===== src/rtl/reg_access_arbiter.sv =====
// rtl/reg_access_arbiter.sv - round-robin arbiter serialising single-word accesses to a shared register bank
// Three-phase sequencer (IDLE -> XFER -> RESP); every output comes straight from a flop.
module reg_access_arbiter #(
  parameter int NREQ  = 4,
  parameter int NREG  = 8,
  parameter int WIDTH = 62,
  parameter int AW    = 4
) (
  input  logic                  clk,
  input  logic                  reset_l,
  input  logic [NREQ-1:0]       req,
  input  logic [NREQ-1:0]       we,
  input  logic [NREQ*AW-1:0]    addr,
  input  logic [NREQ*WIDTH-1:0] wdata,
  output logic [NREQ-1:0]       ack,
  output logic [WIDTH-1:0]      rdata,
  output logic                  busy,
  output logic [2:0]            grant_id,
  output logic [15:0]           conflict_count
);

  localparam logic [1:0] ST_IDLE = 2'd0;
  localparam logic [1:0] ST_XFER = 2'd1;
  localparam logic [1:0] ST_RESP = 2'd2;

  logic [1:0]       state;
  logic [2:0]       last_grant;
  logic [2:0]       cur_idx;
  logic             cur_we;
  logic [AW-1:0]    cur_addr;
  logic [WIDTH-1:0] cur_wdata;
  logic [WIDTH-1:0] resp_q;
  logic [15:0]      conflict_q;
  logic [WIDTH-1:0] bank [NREG];

  logic [2:0]       win_idx;
  logic             win_found;
  logic             sel_we;
  logic [AW-1:0]    sel_addr;
  logic [WIDTH-1:0] sel_wdata;
  logic [WIDTH-1:0] rd_val;
  logic             contended;

  assign conflict_count = conflict_q;
  assign contended      = ($countones(req) > 1);

  // Scan from the farthest offset down so the nearest requester after last_grant wins.
  always_comb begin
    win_idx   = last_grant;
    win_found = 1'b0;
    for (int off = NREQ; off >= 1; off--) begin
      for (int i = 0; i < NREQ; i++) begin
        if (req[i] && (i == (int'(last_grant) + off) % NREQ)) begin
          win_idx   = 3'(i);
          win_found = 1'b1;
        end
      end
    end
  end

  always_comb begin
    sel_we    = 1'b0;
    sel_addr  = '0;
    sel_wdata = '0;
    for (int i = 0; i < NREQ; i++) begin
      if (i == int'(win_idx)) begin
        sel_we    = we[i];
        sel_addr  = addr[i*AW +: AW];
        sel_wdata = wdata[i*WIDTH +: WIDTH];
      end
    end
  end

  // Out-of-range addresses match no entry, so reads fall through to zero.
  always_comb begin
    rd_val = '0;
    for (int r = 0; r < NREG; r++) begin
      if (int'(cur_addr) == r) begin
        rd_val = bank[r];
      end
    end
  end

  always_ff @(posedge clk or negedge reset_l) begin
    if (!reset_l) begin
      state      <= ST_IDLE;
      ack        <= '0;
      rdata      <= '0;
      busy       <= 1'b0;
      conflict_q <= '0;
      last_grant <= 3'(NREQ - 1);
      grant_id   <= 3'(NREQ - 1);
      cur_idx    <= '0;
      cur_we     <= 1'b0;
      cur_addr   <= '0;
      cur_wdata  <= '0;
      resp_q     <= '0;
      for (int r = 0; r < NREG; r++) begin
        bank[r] <= '0;
      end
    end else begin
      ack   <= '0;
      rdata <= '0;
      case (state)
        ST_IDLE: begin
          if (contended && conflict_q != 16'hFFFF) begin
            conflict_q <= conflict_q + 16'd1;
          end
          if (win_found) begin
            cur_idx   <= win_idx;
            cur_we    <= sel_we;
            cur_addr  <= sel_addr;
            cur_wdata <= sel_wdata;
            grant_id  <= win_idx;
            busy      <= 1'b1;
            state     <= ST_XFER;
          end
        end
        ST_XFER: begin
          resp_q <= cur_we ? cur_wdata : rd_val;
          for (int r = 0; r < NREG; r++) begin
            if (cur_we && int'(cur_addr) == r) begin
              bank[r] <= cur_wdata;
            end
          end
          state <= ST_RESP;
        end
        ST_RESP: begin
          for (int i = 0; i < NREQ; i++) begin
            ack[i] <= (i == int'(cur_idx));
          end
          rdata      <= resp_q;
          last_grant <= cur_idx;
          busy       <= 1'b0;
          state      <= ST_IDLE;
        end
        default: begin
          busy  <= 1'b0;
          state <= ST_IDLE;
        end
      endcase
    end
  end

endmodule


===== config.mk =====
export PLATFORM = sky130hd
export DESIGN_NAME = reg_access_arbiter
export DESIGN_NICKNAME = d
export VERILOG_FILES = /design/src/rtl/reg_access_arbiter.sv
export SDC_FILE = /design/constraint.sdc
export NUM_CORES = 1
export LEC_CHECK = 0
export ABC_AREA = 1
export CORE_MARGIN = 2
export CORE_UTILIZATION = 39
export DETAILED_ROUTE_END_ITERATION = 10
export GPL_TIMING_DRIVEN = 1
export PLACE_DENSITY = 0.69
export SKIP_CTS_REPAIR_TIMING = 1
export SLEW_MARGIN = 20
export SYNTH_ARGS = -nofsm -noshare
export SYNTH_HDL_FRONTEND = slang
export SYNTH_SLANG_ARGS = --single-unit
export TNS_END_PERCENT = 50

===== constraint.sdc =====
create_clock -name clk -period 2.4 [get_ports clk]
set_input_delay 0.24 -clock clk [delete_from_list [all_inputs] [get_ports clk]]
set_output_delay 0.24 -clock clk [all_outputs]
set_load 0.03 [all_outputs]

==> flow_summary.json <==
{
  "drive_gt1_share_pct": 8.71,
  "hold_path.class": "input port to asynchronous set/reset pin",
  "cts_tree": "done",
  "grt_pass1_wl_um": 159000,
  "seq_area_frac_synth_pct": 56.5,
  "area_growth_pct": 27.9,
  "wl_per_cell_um": 20.1,
  "clock_latency_ns": 0.63,
  "numPortBuffers": 359,
  "row_count": 104,
  "ir_drop_uv": 836,
  "fin_skew_ns": 0.0199,
  "ctsLongestPathBuffers": 3,
  "ys_seq_elements": 718,
  "synth_area_um2": 31800,
  "tns_ns": 0,
  "avgViaCountPerCell": 5.44,
  "drv_slew": 0,
  "fmax_mhz": 435,
  "finalWirelength_um": 105000,
  "max-cap-violations": 0,
  "antenna_left": 0,
  "initial_core_util_pct": 39.5,
  "min_period_ns": 2.30,
  "slowest_stage": "dfstp_2",
  "p_per_area_nw_per_um2": 1340,
  "r2r-start": "last_grant[0]",
  "reg2reg_setup_slack_ns": 0.10,
  "rsz0062_at_grt": "true",
  "drc_errors": 0,
  "vias": 28482,
  "critical_path.endpoint": "cur_wdata[36]",
  "placedCellCount": 5089,
  "end_kind": "register",
  "crit_chain": "nor2_1, buf_4, nand2_4, buf_6, buf_16, nand2_8, buf_12, clkbuf_16, nand3_1, nand3_1, nor2_1, nor2_1",
  "status": "finished, final reports clean",
  "regArea_um2": 18000,
  "final-hold-violation-count": 0,
  "antenna_found_initial": 3,
  "die_h_um": 290,
  "finalNetCount": 4399,
  "crit_path_frequent_cell": "nor2_1",
  "cp-start-kind": "register",
  "cp_data_arrival_time_ns": 2.81,
  "gp_congestion": 0.849,
  "fp.dieW_um": 290,
  "synthesis.nets": 4043,
  "multi_input_area_um2": 11900,
  "cp_max_fo": 39,
  "drt_iter0_markers": 2813,
  "design_area_um2": 40700,
  "grt_pass1_vias": 27269,
  "htree_levels": 3,
  "regToRegEndpoint": "cur_wdata[36]",
  "finalPower_uw": 54700,
  "die-area_um2": 83900,
  "grt.total_usage_pct": 24.3,
  "core_um2": 80700,
  "worst_slew_pin_slew_ns": 0.700,
  "max_stage_delay_ns": 0.56,
  "place_hpwl_um": 65800,
  "cts.sinks": 718,
  "setup_viol": 0,
  "cts-root-buf": "clkbuf_16",
  "gr-total-overflow": 0,
  "synth_top_area_share_pct": 56.1,
  "p_leak_uw": 0.0186,
  "nFillCells": 7415,
  "period_share_pct": 95.7,
  "dpl_cell_area_um2": 37700,
  "clkTransAtPathRegs_ns": 0.06,
  "ys_types": 36,
  "yosys_warnings": 0,
  "io_pins": 360,
  "r2r_cells": 12,
  "synthTopCellsByArea": "dfrtp_1 56%, nand2_1 11%, o21ai_0 10%",
  "avgSynthCellArea_um2": 8.45,
  "synth_area_leader_cell": "dfrtp_1",
  "max_slew_margin_pct": 53.4,
  "grt_max_degree": 123,
  "crit_start": "last_grant[0]",
  "setup.worst_path.class": "register to register",
  "finalNonFillerCells": 5238,
  "syn-instance-count": 3767,
  "drtPass1Iterations": 9,
  "antenna_cells": 0,
  "crit_required_ns": 2.91,
  "numCtsBuffers": 77
}
==> power breakdown <==
part / switching, uW / total [uW] / internal, uW
registers: 2710 / 19300 / 16600
logic: 14500 / 22800 / 8320
clock network: 4950 / 12500 / 7590
==> worst min-delay path by stage <==
stage          slack (ns)       endpoint  depth (start not counted)
6_report             0.14     resp_q[19]                          2
5_1_grt              0.16  cur_wdata[17]                          2
4_1_cts             -0.47  cur_wdata[16]                          1
3_5_place_dp         0.20      rdata[17]                          1
3_3_place_gp         0.20      rdata[17]                          1
2_1_floorplan       -0.06         ack[0]                          0
==> synth_stat cells <==
cell	number
dfrtp_1	714
a21oi_1	117
nand2_4	2
nor3_1	3
inv_1	222
o221ai_1	2
buf_2	39
fa_1	1
o22ai_1	9
xor2_1	7
o21ai_1	4
nand3_1	268
xnor2_1	8
nand3b_1	6
o21bai_1	6
dfstp_2	4
o211ai_1	54
nand2_1	911
or2_0	1
nor3_2	1
buf_4	10
nor2_1	274
nor4_1	3
a2111oi_0	9
buf_1	12
clkbuf_1	206
ha_1	1
nor2_2	3
o21ai_0	662
nor2_8	1
nand2_2	2
nand4_1	182
clkinv_1	3
buf_6	8
nand3_2	1
inv_2	11
==> logic make-up (layout without fill, tap and decap cells) <==
logic type | after synthesis | in the layout | share of synthesized area (%)
simple gates | 1658 | 1659 | 22.3
compound gates | 863 | 863 | 14.2
flops | 718 | 718 | 56.5
buf+inv | 511 | 921 | 6.49
xor+xnor | 15 | 15 | 0.413
fa+ha+maj | 2 | 2 | 0.102
==> layout make-up <==
type | count | area share, %
tap | 1060 | 3.26
inverter | 236 | 2.20
multi-input combinational | 2539 | 29.3
clock buffer | 104 | 5.48
clock inverter | 30 | 1.06
sequential | 718 | 44.2
timing repair buffer | 551 | 14.5
==> cell usage in the layout, fill, tap and decap left out, types with 9 or more instances in the layout <==
cell type,n
a2111oi_0,9
a21oi_1,117
buf_12,51
buf_4,127
bufinv_16,10
clkbuf_1,9
clkbuf_16,86
clkbuf_8,16
clkdlybuf4s50_1,358
clkinv_2,12
dfrtp_1,714
inv_1,220
inv_2,11
nand2_1,901
nand2_4,10
nand3_1,263
nand4_1,182
nor2_1,271
o211ai_1,54
o21ai_0,662
o22ai_1,9
==> metrics by stage <==
step / hold WS, ns / worst slack (ns) / util [%]
global placement: 0.200 / -0.452 / 46.7
detailed placement: 0.198 / -0.503 / 46.7
floorplan: -0.0556 / 0.429 / -
CTS: -0.465 / -0.325 / 50.0
global route: 0.156 / -0.0596 / 50.4
finish: 0.139 / 0.102 / 50.4
==> critical path, delay by kind of cell (launching register included) <==
family,cells,cell delay (ns)
buffers and inverters,5,1.01
AND/OR/NAND/NOR,7,0.62
flip-flops,1,0.56
==> flip-flops by register name, indices dropped and copies added (netlist names), 3 cells and up <==
name and cells:
cur_wdata 62, last_grant 3, conflict_count 16, rdata 62, cur_addr 4, ack 4, resp_q 62, grant_id 3
bank 496
==> metal layers <==
metal  track usage, %  vias to the layer above  share of wire [%]
met2             39.5                     1228                 46
met3             4.50                      186                8.4
met4             6.85                        6                2.9
met5                0                        -              0.030
li1                 -                    13267                  -
met1             33.5                    13795                 42
Power figures use the tool's default switching activity.
